===== src/rtl/load_store_unit.sv =====
`default_nettype none
// +--------------------------------------------------------------------+
// | load_store_unit                                                    |
// | Memory-access stage: one req/ack data transaction at a time, with  |
// | store lane replication, load extension and misalignment faults.    |
// | Optional bus timeout: define LSU_TIMEOUT_EN.                       |
// | Revision: 1.0                                                      |
// +--------------------------------------------------------------------+
module load_store_unit #(
   parameter int TIMEOUT_CYCLES = 64
) (
   input  logic        clk,
   input  logic        rst_n,
   input  logic        req_valid,
   output logic        req_ready,
   input  logic        req_write,
   input  logic        req_unsigned,
   input  logic [1:0]  req_size,
   input  logic [31:0] req_addr,
   input  logic [31:0] req_wdata,
   output logic        resp_valid,
   output logic [31:0] resp_rdata,
   output logic        resp_fault,
   output logic        mem_req,
   output logic        mem_we,
   output logic [31:0] mem_addr,
   output logic [31:0] mem_wdata,
   output logic [3:0]  mem_wstrb,
   input  logic        mem_ack,
   input  logic [31:0] mem_rdata,
   output logic        busy
);

   localparam logic [1:0] S_IDLE   = 2'd0;
   localparam logic [1:0] S_ACCESS = 2'd1;
   localparam logic [1:0] S_RESP   = 2'd2;

   localparam logic [1:0] SZ_BYTE  = 2'b00;
   localparam logic [1:0] SZ_HALF  = 2'b01;
   localparam logic [1:0] SZ_WORD  = 2'b10;

   if (TIMEOUT_CYCLES < 2) begin : g_bad_timeout
      $error("TIMEOUT_CYCLES must be >= 2");
   end

   logic [1:0]  state;
   logic [1:0]  ld_size;
   logic        ld_unsigned;
   logic [1:0]  ld_off;
   logic        misaligned;
   logic [31:0] store_data;
   logic [3:0]  store_strb;
   logic [31:0] lane;
   logic [31:0] load_data;
   logic        timeout;

   assign req_ready = (state == S_IDLE);
   assign busy      = (state != S_IDLE);

   always_comb begin
      misaligned = 1'b0;
      store_data = req_wdata;
      store_strb = 4'b1111;
      case (req_size)
         SZ_BYTE: begin
            store_data = {4{req_wdata[7:0]}};
            store_strb = 4'b0001 << req_addr[1:0];
         end
         SZ_HALF: begin
            misaligned = req_addr[0];
            store_data = {2{req_wdata[15:0]}};
            store_strb = 4'b0011 << req_addr[1:0];
         end
         SZ_WORD: misaligned = (req_addr[1:0] != 2'b00);
         default: misaligned = 1'b1;
      endcase
   end

   // Accesses are naturally aligned, so shifting by the byte offset puts the lane at bit 0.
   assign lane = mem_rdata >> {ld_off, 3'b000};

   always_comb begin
      load_data = lane;
      case (ld_size)
         SZ_BYTE: load_data = ld_unsigned ? {24'h0, lane[7:0]}  : {{24{lane[7]}}, lane[7:0]};
         SZ_HALF: load_data = ld_unsigned ? {16'h0, lane[15:0]} : {{16{lane[15]}}, lane[15:0]};
         default: load_data = lane;
      endcase
   end

`ifdef LSU_TIMEOUT_EN
   localparam int CNT_W = ($clog2(TIMEOUT_CYCLES) > 8) ? $clog2(TIMEOUT_CYCLES) : 8;
   logic [CNT_W-1:0] wait_cnt;

   always_ff @(posedge clk) begin
      if (!rst_n || state != S_ACCESS) begin
         wait_cnt <= '0;
      end else if (!mem_ack) begin
         wait_cnt <= wait_cnt + 1'b1;
      end
   end

   assign timeout = (state == S_ACCESS) && !mem_ack && (wait_cnt == CNT_W'(TIMEOUT_CYCLES - 1));
`else
   assign timeout = 1'b0;
`endif

   always_ff @(posedge clk) begin
      if (!rst_n) begin
         state       <= S_IDLE;
         ld_size     <= 2'b00;
         ld_unsigned <= 1'b0;
         ld_off      <= 2'b00;
         mem_req     <= 1'b0;
         mem_we      <= 1'b0;
         mem_addr    <= 32'h0;
         mem_wdata   <= 32'h0;
         mem_wstrb   <= 4'h0;
         resp_valid  <= 1'b0;
         resp_rdata  <= 32'h0;
         resp_fault  <= 1'b0;
      end else begin
         case (state)
            S_IDLE: begin
               if (req_valid) begin
                  ld_size     <= req_size;
                  ld_unsigned <= req_unsigned;
                  ld_off      <= req_addr[1:0];
                  if (misaligned) begin
                     state      <= S_RESP;
                     resp_valid <= 1'b1;
                     resp_fault <= 1'b1;
                     resp_rdata <= 32'h0;
                  end else begin
                     state     <= S_ACCESS;
                     mem_req   <= 1'b1;
                     mem_we    <= req_write;
                     mem_addr  <= {req_addr[31:2], 2'b00};
                     mem_wdata <= store_data;
                     mem_wstrb <= req_write ? store_strb : 4'h0;
                  end
               end
            end
            S_ACCESS: begin
               if (mem_ack || timeout) begin
                  state      <= S_RESP;
                  mem_req    <= 1'b0;
                  mem_we     <= 1'b0;
                  mem_wstrb  <= 4'h0;
                  resp_valid <= 1'b1;
                  resp_fault <= !mem_ack;
                  resp_rdata <= (mem_ack && !mem_we) ? load_data : 32'h0;
               end
            end
            S_RESP: begin
               state      <= S_IDLE;
               resp_valid <= 1'b0;
            end
            default: state <= S_IDLE;
         endcase
      end
   end

endmodule
`default_nettype wire

===== config.mk =====
export PLATFORM = sky130hd
export DESIGN_NAME = load_store_unit
export DESIGN_NICKNAME = d
export VERILOG_FILES = /design/src/rtl/load_store_unit.sv
export SDC_FILE = /design/constraint.sdc
export NUM_CORES = 1
export LEC_CHECK = 0
export BUFFER_PORTS_ARGS = -buffer_cell sky130_fd_sc_hd__buf_2
export CAP_MARGIN = 20
export CORE_MARGIN = 10
export CORE_UTILIZATION = 43
export CTS_CLUSTER_DIAMETER = 40
export DETAILED_ROUTE_END_ITERATION = 8
export PLACE_DENSITY = 0.84
export SYNTH_ARGS = -nofsm -noshare
export SYNTH_HDL_FRONTEND = slang
export SYNTH_SLANG_ARGS = --single-unit

===== constraint.sdc =====
create_clock -name clk -period 1.76 [get_ports clk]
set_input_delay 0.088 -clock clk [delete_from_list [all_inputs] [get_ports clk]]
set_output_delay 0.088 -clock clk [all_outputs]
set_load 0.05 [all_outputs]

Word level (Yosys, flattened, before mapping)
Index checks and enable logic that the tools add are counted.
{ "op_classes": {"n_eq_ne": 9, "shift": 3, "n_mux": 33, "n_bitwise": 1, "reduce_logical": 16} }
{ "ops": {"columns": ["operator", "n"], "rows": [
  ["$mux W32", 6],
  ["$pmux W32 S2", 3],
  ["$shr A32 B5 Y32", 1],
  ["$mux W4", 4],
  ["$pmux W4 S2", 2],
  ["$reduce_and A4 Y1", 3],
  ["$mux W1", 9],
  ["$eq A2 B1 Y1 const B", 3],
  ["$logic_not A2 Y1", 3],
  ["$mux W2", 3],
  ["$ne A2 B2 Y1 const B", 3],
  ["$pmux W1 S2", 3],
  ["$pmux W1 S3", 2],
  ["$reduce_bool A2 Y1", 3],
  ["$eq A2 B2 Y1 const B", 2],
  ["$pmux W2 S2", 1],
  ["$reduce_and A2 Y1", 2],
  ["$shl A1 B2 Y4 const A", 1],
  ["$shl A2 B2 Y4 const A", 1],
  ["$reduce_and A3 Y1", 1],
  ["$reduce_bool A3 Y1", 1],
  ["$logic_not A1 Y1", 2],
  ["$ne A2 B1 Y1 const B", 1],
  ["$logic_and A1 B1 Y1", 1],
  ["$not A1 Y1", 1]
]} }
{ "word_totals": {"regBits": 109, "input_bits": 104, "output_inout_bits": 106, "word_cells": 74} }

Logic depth before layout (Yosys ltp)
Gate-level depths: netlist of run 1.
{ "depth": {"ltp_word": 6, "ltp_mapped": 8, "ltp_nobuf": 4} }

Worst setup path before layout of run 1
No wires, ideal clock.
{ "synth_path": {"kind": "reg2reg", "start": "reg mem_we", "end": "reg resp_rdata[16]", "setup_time_ns": 0.059, "arrival_ns": 1.702, "t_required_ns": 1.701, "slack_ns": -0.001, "stages_incl_launch_ff": 5, "n_path_buf": 1, "period_less_slack_ns": 1.761, "cell_sequence": "dfxtp_1 or3_4 a2111oi_4 buf_6 a221o_2"} }
{ "synth_between": {"elab_chain_cells": 5} }
{ "synth_rtl": {"columns": ["element", "line_no", "source"], "rows": [
  ["start, declared", "25", "output logic mem_we,"],
  ["start signal, assigned", "137", "mem_we <= req_write;"],
  ["$logic_not A1 Y1", "152", "resp_rdata <= (mem_ack && !mem_we) ? load_data : 32'h0;"],
  ["$logic_and A1 B1 Y1", "152", null],
  ["$mux W32", "152", null],
  ["$mux W32", "145", "if (mem_ack || timeout) begin"],
  ["$pmux W32 S2", "123", "case (state)"],
  ["end signal, assigned", "152", null],
  ["end, declared", "22", "output logic [31:0] resp_rdata,"]
]} }
No other way between the ends. The select of a mux whose other input is x is not followed.
A chain may end at the register's enable or synchronous reset.

Final worst setup path of run 1
{ "layout_path": {"start": "reg state[0]", "end": "reg mem_addr[10]"} }
{ "layout_between": {"elab_chain_cells": 2} }
{ "layout_rtl": {"columns": ["element", "line_no", "source"], "rows": [
  ["start, declared", "46", "logic [1:0] state;"],
  ["start signal, assigned", "110", "state <= S_IDLE;"],
  ["start signal, assigned", "130", "state <= S_RESP;"],
  ["start signal, assigned", "135", "state <= S_ACCESS;"],
  ["$logic_not A2 Y1", "123", null],
  ["$reduce_and A3 Y1 (no line)", null, null],
  ["end signal, assigned", "138", "mem_addr <= {req_addr[31:2], 2'b00};"],
  ["end, declared", "26", "output logic [31:0] mem_addr,"]
]} }
No other way between the ends.

==> flow_metrics.env, run 1 <==
export IMPL_post_dp_cell_area_mm2=0.00617
export IMPL_vias=4846
export IMPL_hold_path_class="in -> reg"
export IMPL_final_hold_violation_count=0
export IMPL_drv_slew=0
export IMPL_synth_seq_cells=109
export IMPL_start_util_pct=44.5
export IMPL_viasPerCell=5.27
export IMPL_syn_area_per_cell_um2=9.07
export IMPL_ctsLongestPathBuffers=2
export IMPL_dp_hpwl_um=11500
export IMPL_critPathKind="reg -> reg"
export IMPL_drive_above_1_share_pct=36.6
export IMPL_period_needed_ns=1.71
export IMPL_holdPathEnd="mem_addr[22]"
export IMPL_fin_crit_sh_pct=97.1
export IMPL_dp_slack_ns=-0.230
export IMPL_skew_ns=0.00575
export IMPL_utilization_pct=62.2
export IMPL_r2r_slack_ns=0.05
export IMPL_placedCellCount=867
export IMPL_critPathMaxFanout=38
export IMPL_syn_inst=538
export IMPL_max_slew_margin_pct=54.4
export IMPL_p_seq_share_pct=44.0
export IMPL_design_area_mm2=0.00683
export IMPL_p_total_mw=6.06
export IMPL_cp_arrival_ns=1.93
export IMPL_die_area_mm2=0.0160
export IMPL_r2r_end="mem_addr[10]"
export IMPL_finalNonFillerCells=920
export IMPL_design_core_area_mm2=0.0110
export IMPL_gp_congestion=0.817
export IMPL_io_pins=210
export IMPL_dieHeight_um=127
export IMPL_max_clock_freq_mhz=585
export IMPL_holdWs_ns=0.00517
export IMPL_grtUsageTotal_pct=19.6
export IMPL_synthMuxAreaShare_pct=10.7
export IMPL_nNetsFinal=877
export IMPL_drt_total_wl_um=16400
export IMPL_synth_area_mm2=0.00488
export IMPL_yosys_area_share_adder_pct=0
export IMPL_wl_per_cell_um=17.8
export IMPL_area_growth_pct=39.9
export IMPL_clkPwrFrac_pct=32.0
export IMPL_route_detailed_drc=0
export IMPL_synth_compound_area_share_pct=24.2
export IMPL_timing_rr_start="state[0]"
export IMPL_ys_warn_count=0
export IMPL_swShare_pct=32.1
export IMPL_numCtsBuffers=9
export IMPL_dr_first_iter_drc_count=308
export IMPL_grt_overflow_total=0
export IMPL_cts_tree="done"
export IMPL_status="finished, final reports clean"
export IMPL_p_switching_mw=1.95
export IMPL_internal_power_mw=4.11
export IMPL_fin_ws_ns=0.0507
export IMPL_end_kind="flop"
export IMPL_hold_depth=3
export IMPL_io_buffers=207
export IMPL_seq_area_frac_synth_pct=44.7
export IMPL_worstHoldStart="req_addr[22]"
export IMPL_power_density_mw_per_mm2=888
export IMPL_path_clk_slew_ns=0.07
export IMPL_tightestPinTransition_ns=0.684
export IMPL_setup_viol=0
export IMPL_grt_max_degree=77
export IMPL_cts_root_buffer="clkbuf_16"
export IMPL_grt_pass1_vias=4912
export IMPL_firstDrtPassIters=4
export IMPL_yosys_area_share_simple_pct=15.9
export IMPL_critPathRequiredTime_ns=1.99
export IMPL_power_leakage_nw=3.23
export IMPL_grt_pass1_wl_um=25900
export IMPL_synth_xor_area_share_pct=0
export IMPL_ant_nets=0
export IMPL_setup_tns_ns=0
export IMPL_cts_sinks=109
export IMPL_synth_top_family_by_area="compound AO/OA/AOI/OAI gates"
export IMPL_grt_antenna_before_repair=1
export IMPL_worst_setup_path_start_kind="flop"
export IMPL_htreeDepth=3
export IMPL_grt_setup_unrepaired="true"
export IMPL_die_w_um=127
export IMPL_drv_cap=0
export IMPL_synth_cell_types=37
export IMPL_clkLatencyLatePin_ns=0.35
export IMPL_r2r_cells=7
export IMPL_rows=38
export IMPL_peakVddDrop_v=0.000846
export IMPL_comb_power_share_pct=24.0
-- worst max-delay path, stage by stage, from the launching register on --
cell and delay, ns:
dfxtp_1 0.32, buf_4 0.15, nor3b_4 0.27, buf_4 0.24, o21ai_4 0.15, buf_12 0.22
nand2_1 0.11, a21boi_0 0.12
-- metal layers --
metal	global-route usage [%]	vias to the layer above	routed length [µm]
met5	0	-	0
met4	6.83	0	325
met3	10.7	29	2040
met2	31.7	200	7790
met1	21.3	2264	6210
li1	-	2353	-
-- cells by family after synthesis --
family | after synthesis
AND/OR/NAND/NOR | 177
AO/OA/AOI/OAI | 155
flip-flops | 109
multiplexers | 50
buffers and inverters | 46
other | 1
-- layout by cell type, fill, tap and decap left out, drive strengths merged --
| master | n |
|---|---|
| buf | 236 |
| nand2 | 129 |
| dfxtp | 109 |
| a21boi | 47 |
| o21ai | 41 |
| mux2i | 40 |
| dlygate4sd3 | 32 |
| o211a | 16 |
| a22o | 16 |
| a221o | 16 |
| nor2 | 12 |
| clkbuf | 12 |
| nand3b | 10 |
| o21a | 10 |
| mux2 | 9 |
| nand3 | 8 |
| nor2b | 7 |
| a21oi | 6 |
| nand2b | 3 |
| nor3 | 3 |
| diode | 2 |
| conb | 2 |
| clkinvlp | 2 |
| inv | 2 |
| nor3b | 2 |
| or2b | 1 |
| and3 | 1 |
| or3 | 1 |
| o31ai | 1 |
| a2111oi | 1 |
| mux4 | 1 |
| a221oi | 1 |
| clkinv | 1 |
-- power groups by stage --
stage | clock, mW | combinational [mW] | sequential (mW)
final | 1.94 | 1.46 | 2.67
after global routing | 2.06 | 1.56 | 2.68
after CTS | 1.98 | 1.44 | 2.67
after detailed placement | 0 | 1.38 | 2.72
after global placement | 0 | 1.36 | 2.72
after floorplan | 0 | 0.535 | 3.11
-- worst max path at each step --
stage | start | endpoint | slack [ns] | depth (start not counted)
6_report | state[0] | mem_addr[10] | 0.05 | 7
5_1_grt | state[1] | mem_addr[26] | -0.04 | 7
4_1_cts | ld_off[1] | resp_rdata[15] | 0.03 | 4
3_5_place_dp | ld_off[0] | resp_rdata[17] | -0.23 | 4
3_3_place_gp | ld_off[0] | resp_rdata[18] | -0.19 | 4
2_1_floorplan | ld_off[0] | resp_rdata[25] | 0.003 | 6
-- area by class of cell --
class | instances | area (µm²)
tap | 140 | 175
clock buffer | 12 | 246
timing repair buffer | 268 | 1640
multi-input combinational | 384 | 2540
fill | 892 | 4160
inverter | 1 | 3.75
sequential | 109 | 2180
antenna | 2 | 5.00
clock inverter | 4 | 32.5
-- flip-flops by register name, summed over array words and instances (netlist names) --
signal / cells
ld_unsigned: 1
mem_we: 1
resp_valid: 1
resp_rdata: 32
state: 2
mem_addr: 30
ld_off: 2
resp_fault: 1
ld_size: 2
mem_wstrb: 4
mem_req: 1
mem_wdata: 32
-- synthesized netlist by cell type --
cell type | instances | share of area (%)
o211a_1 | 16 | 3.3
o21ai_0 | 40 | 4.1
nand3_1 | 8 | 0.82
nor2b_1 | 7 | 0.90
buf_2 | 13 | 1.3
nor3_1 | 2 | 0.21
a21oi_1 | 6 | 0.62
nor2_1 | 12 | 0.92
nand2b_1 | 2 | 0.26
nand2_2 | 1 | 0.13
o21a_1 | 10 | 1.5
buf_4 | 2 | 0.31
nand2_1 | 128 | 9.8
nor3b_1 | 2 | 0.31
nand3b_1 | 10 | 1.5
buf_1 | 5 | 0.38
a21boi_0 | 47 | 7.2
a221o_2 | 10 | 2.3
and3_1 | 1 | 0.13
conb_1 | 1 | 0.077
mux4_2 | 1 | 0.46
a22o_1 | 16 | 2.9
inv_1 | 1 | 0.077
clkbuf_1 | 23 | 1.8
a221oi_1 | 1 | 0.18
nor3_2 | 1 | 0.21
nand2b_4 | 1 | 0.28
or3_4 | 1 | 0.23
mux2i_1 | 40 | 8.2
a221o_1 | 6 | 1.2
o31ai_1 | 1 | 0.15
buf_6 | 2 | 0.46
dfxtp_1 | 109 | 45
o21ai_2 | 1 | 0.18
a2111oi_4 | 1 | 0.56
mux2_2 | 9 | 2.1
or2b_1 | 1 | 0.15
-- what timing repair did --
item | CTS | global route
endpoints found under the setup margin | 20 | 53
hold buffers | 32 | 0
hold endpoints to repair | 32 | 0
pin swaps | 1 | 2
resized for setup | 3 | 2
buffers inserted | 1 | 2
(Power assumes the default switching activity.)
==> run 2, diff against run 1 <==
Settings changed: GPL_TIMING_DRIVEN set to 0.
==> flow_metrics.env, run 2 (synthesis gave the netlist of run 1 again) <==
export IMPL_critPathMaxFanout=8
export IMPL_route_detailed_drc=0
export IMPL_top_regs="mem_wdata x32, resp_rdata x32, mem_addr x30"
export IMPL_r2r_cells=6
export IMPL_clkLatencyLatePin_ns=0.36
export IMPL_io_buffers=207
export IMPL_skew_ns=0.00806
export IMPL_status="complete, but fails checks"
export IMPL_grt_overflow_total=0
export IMPL_holdPathEnd="mem_wdata[7]"
export IMPL_viasPerCell=5.31
export IMPL_worst_path_max_delay_cell="dfxtp_2"
export IMPL_area_growth_pct=42.5
export IMPL_die_w_um=127
export IMPL_placedCellCount=886
export IMPL_wl_per_cell_um=18.7
export IMPL_peakVddDrop_v=0.000913
export IMPL_start_util_pct=44.5
export IMPL_design_core_area_mm2=0.0110
export IMPL_critPathLaunch="ld_off[0]"
export IMPL_fin_crit_sh_pct=100
export IMPL_grtUsageTotal_pct=21.1
export IMPL_period_needed_ns=1.76
export IMPL_gp_congestion=0.836
export IMPL_grt_setup_unrepaired="true"
export IMPL_path_clk_slew_ns=0.08
export IMPL_grt_pass1_vias=5145
export IMPL_p_total_mw=6.19
export IMPL_critical_path_cell_chain="buf_6 -> mux2_4 -> o31ai_4 -> a2111oi_4 -> buf_4 -> a221o_2"
export IMPL_drv_slew=0
export IMPL_r2r_slack_ns=-0.0005
export IMPL_dieHeight_um=127
export IMPL_max_clock_freq_mhz=568
export IMPL_vias=5028
export IMPL_grt_max_degree=20
export IMPL_finalNonFillerCells=947
export IMPL_die_area_mm2=0.0160
export IMPL_rows=38
export IMPL_end_kind="flop"
export IMPL_cp_arrival_ns=2.01
export IMPL_max_slew_margin_pct=53.3
export IMPL_r2r_end="resp_rdata[18]"
export IMPL_final_hold_violation_count=0
export IMPL_tightestPinTransition_ns=0.701
export IMPL_worst_setup_path_start_kind="flop"
export IMPL_setup_viol=1
export IMPL_dr_first_iter_drc_count=383
export IMPL_htreeDepth=3
export IMPL_slowest_delay_ns=0.32
export IMPL_ant_nets=0
export IMPL_critPathRequiredTime_ns=2.01
export IMPL_critPathKind="reg -> reg"
export IMPL_final_common_cell="buf_2"
export IMPL_power_density_mw_per_mm2=889
export IMPL_grt_antenna_before_repair=2
export IMPL_violations="setup timing"
export IMPL_firstDrtPassIters=5
export IMPL_drive_above_1_share_pct=36.2
export IMPL_hold_path_class="in -> reg"
export IMPL_fin_ws_ns=-0.000529
export IMPL_ctsLongestPathBuffers=2
export IMPL_grt_pass1_wl_um=27700
export IMPL_numCtsBuffers=9
export IMPL_timing_rr_start="ld_off[0]"
export IMPL_cts_root_buffer="clkbuf_16"
export IMPL_cts_sinks=109
export IMPL_power_leakage_nw=3.30
export IMPL_drv_cap=0
export IMPL_cts_tree="done"
export IMPL_nNetsFinal=905
export IMPL_mostFrequentLayoutCells="buf_2, nand2_1, dfxtp_1, a21boi_0, mux2i_1"
export IMPL_hold_depth=3
export IMPL_worstHoldStart="req_wdata[7]"
export IMPL_drt_total_wl_um=17700
export IMPL_io_pins=210
export IMPL_dp_hpwl_um=12900
==> run 2: critical path: cells and delay by family (launching register included) <==
family	cells	cell delay [ns]
AO/OA/AOI/OAI	3	0.68
buffers and inverters	2	0.32
flip-flops	1	0.32
multiplexers	1	0.32
==> run 2: layer usage <==
| layer | routed length, µm | GRT usage (%) |
|---|---|---|
| met1 | 6610 | 22.3 |
| met2 | 8530 | 35.5 |
| met3 | 2280 | 11.7 |
| met4 | 320 | 5.89 |
| met5 | 13 | 0 |
==> run 2: worst max-delay path by stage <==
stage                     end  slack [ns]
6_report       resp_rdata[18]     -0.0005
5_1_grt        resp_rdata[30]       -0.05
4_1_cts        resp_rdata[19]       -0.02
3_5_place_dp     mem_addr[20]       -0.27
3_3_place_gp     mem_addr[29]       -0.24
2_1_floorplan  resp_rdata[25]       0.003
==> run 2: repair_timing <==
item / CTS / global route
endpoints found under the setup margin: 94 / 101
gates resized for setup: 22 / 39
hold endpoints to repair: 37 / 0
setup buffers: 2 / 6
gates cloned: 0 / 1
hold buffers: 37 / 0
pin swaps: 1 / 3
==> run 2: cell type report <==
cell class              instances  area, µm²
multi-input cells             384       2550
clock buffers                  10        239
inverters                       1       3.75
fillers                       920       4030
flip-flops and latches        109       2190
well taps                     140        175
plain buffers                  43        251
clock inverters                 6       57.6
diodes                          1       2.50
repair buffers                253       1490
==> run 2: through the flow <==
stage	area (µm²)	hold slack [ns]	utilization (%)	worst slack [ns]	TNS, ns
detailed placement	6100	0.345	55.6	-0.274	-9.48
global placement	6100	0.339	55.6	-0.239	-9.16
floorplan	4890	0.220	-	0.00280	0
global route	6960	0.0185	63.3	-0.0496	-0.447
CTS	6840	0.00584	62.3	-0.0165	-0.0525
finish	6960	0.0179	63.3	-0.000529	-0.000529
==> run 2: power breakdown <==
group / total, mW / internal [mW] / switching, mW / leakage, nW
Combinational: 1.49 / 0.522 / 0.970 / 2.28
Sequential: 2.67 / 2.59 / 0.0806 / 0.890
Clock: 2.02 / 1.02 / 0.997 / 0.138
==> run 3, diff against run 2 <==
Settings changed: PLACE_DENSITY 0.84 to unset, PLACE_DENSITY_LB_ADDON set to 0.15.
Clock period 1.76 ns to 1.43 ns, I/O delays scaled along.
==> flow_metrics.env, run 3 (synthesis gave the netlist of run 1 again) <==
export IMPL_status="complete, but fails checks"
export IMPL_violations="setup timing"
export IMPL_placedCellCount=886
export IMPL_drv_cap=0
export IMPL_dr_first_iter_drc_count=351
export IMPL_htreeDepth=3
export IMPL_route_detailed_drc=0
export IMPL_drt_total_wl_um=19000
export IMPL_setup_viol=94
export IMPL_grt_overflow_total=0
export IMPL_holdWs_ns=0.0195
export IMPL_cp_arrival_ns=1.96
export IMPL_power_density_mw_per_mm2=1010
export IMPL_skew_ns=0.00450
export IMPL_busiest_layer="met2"
export IMPL_dp_hpwl_um=13000
export IMPL_grt_pass1_vias=5339
export IMPL_cts_root_buffer="clkbuf_16"
export IMPL_clkLatencyLatePin_ns=0.34
export IMPL_numCtsBuffers=9
export IMPL_final_hold_violation_count=0
export IMPL_fin_crit_sh_pct=122
export IMPL_drive_above_1_share_pct=48.2
export IMPL_fin_ws_ns=-0.310
export IMPL_gp_congestion=0.909
export IMPL_io_pins=210
export IMPL_peakVddDrop_v=0.000597
export IMPL_mostFrequentLayoutCells="buf_2, dfxtp_1, nand2_1, mux2i_1, dlygate4sd3_1"
export IMPL_cts_tree="done"
export IMPL_hold_path_class="in -> reg"
export IMPL_dieHeight_um=127
export IMPL_utilization_pct=71.5
export IMPL_start_util_pct=44.5
export IMPL_io_buffers=207
export IMPL_final_common_cell="buf_2"
export IMPL_power_leakage_nw=3.76
export IMPL_grt_use_met3_pct=7.91
export IMPL_top_regs="mem_wdata x32, resp_rdata x32, mem_addr x30"
export IMPL_grtUsageMet2_pct=38.9
export IMPL_drv_slew=0
export IMPL_ant_nets=0
export IMPL_grt_pass1_wl_um=28600
export IMPL_grtUsageTotal_pct=21.7
export IMPL_design_core_area_mm2=0.0110
export IMPL_hold_depth=3
export IMPL_path_clk_slew_ns=0.07
export IMPL_grt_max_degree=17
export IMPL_nNetsFinal=927
export IMPL_r2r_end="resp_rdata[19]"
export IMPL_r2r_cells=6
export IMPL_end_kind="flop"
export IMPL_max_clock_freq_mhz=575
export IMPL_die_w_um=127
export IMPL_tightestPinTransition_ns=0.683
export IMPL_cts_sinks=109
export IMPL_r2r_slack_ns=-0.31
export IMPL_firstDrtPassIters=5
export IMPL_area_growth_pct=60.9
export IMPL_p_total_mw=7.93
export IMPL_wl_per_cell_um=19.7
export IMPL_finalNonFillerCells=968
export IMPL_ctsLongestPathBuffers=2
export IMPL_critPathMaxFanout=10
export IMPL_endpoint="resp_rdata[19]"
export IMPL_max_slew_margin_pct=54.5
export IMPL_grt_antenna_before_repair=1
export IMPL_viasPerCell=5.38
export IMPL_setup_tns_ns=-12.50
export IMPL_vias=5209
export IMPL_critPathRequiredTime_ns=1.65
export IMPL_grt_use_met1_pct=23.1
export IMPL_die_area_mm2=0.0160
export IMPL_rows=38
export IMPL_critPathLaunch="ld_off[0]"
export IMPL_critPathKind="reg -> reg"
export IMPL_worst_setup_path_start_kind="flop"
export IMPL_period_needed_ns=1.74
export IMPL_grt_setup_unrepaired="true"
export IMPL_timing_rr_start="ld_off[0]"
==> run 3: worst min-delay path by stage <==
stage | startpoint | to | slack [ns]
finish | req_wdata[5] | mem_wdata[5] | 0.02
global route | req_wdata[5] | mem_wdata[5] | 0.008
floorplan | rst_n | state[1] | 0.20
detailed placement | req_addr[23] | mem_addr[23] | 0.33
CTS | req_wdata[5] | mem_wdata[5] | 0.01
global placement | req_addr[14] | mem_addr[14] | 0.32
==> run 3: metal layers <==
metal / vias up / wire [µm]
met3: 31 / 1630
met5: - / 0
met4: 0 / 444
met2: 221 / 9800
li1: 2464 / -
met1: 2493 / 7180
==> run 3: what timing repair did <==
action | CTS | global route
gates cloned | 10 | 1
resized for setup | 128 | 124
endpoints found under the setup margin | 102 | 106
pin swaps | 14 | 53
buffers inserted | 20 | 11
endpoints found under the hold margin | 38 | 0
hold buffers | 38 | 0
==> run 3: power breakdown <==
group,switching (mW),total (mW),internal [mW]
clock,1.09,2.36,1.27
sequential,0.0981,3.29,3.19
combinational,1.38,2.28,0.898
total,2.57,7.93,5.36
==> run 3: layout make-up <==
| cell class | count | area [µm²] |
|---|---|---|
| inverters | 1 | 3.75 |
| clock buffers | 12 | 256 |
| well taps | 140 | 175 |
| repair buffers | 276 | 1840 |
| clock inverters | 3 | 21.3 |
| flip-flops and latches | 109 | 2200 |
| fillers | 833 | 3130 |
| diodes | 1 | 2.50 |
| multi-input cells | 384 | 2970 |
| plain buffers | 42 | 395 |
==> run 3: critical path, cell delays in order (launching register included) <==
cell       delay (ns)
dfxtp_2          0.33
buf_6            0.12
mux2_4           0.31
o31ai_4          0.28
a2111oi_4        0.11
buf_6            0.18
a221o_2          0.30
==> run 3: through the flow <==
stage | worst slack (ns) | instance area, µm²
2_1_floorplan | -0.167 | 5040
3_3_place_gp | -0.588 | 6250
3_5_place_dp | -0.619 | 6250
4_1_cts | -0.347 | 7570
5_1_grt | -0.345 | 7860
6_report | -0.310 | 7860
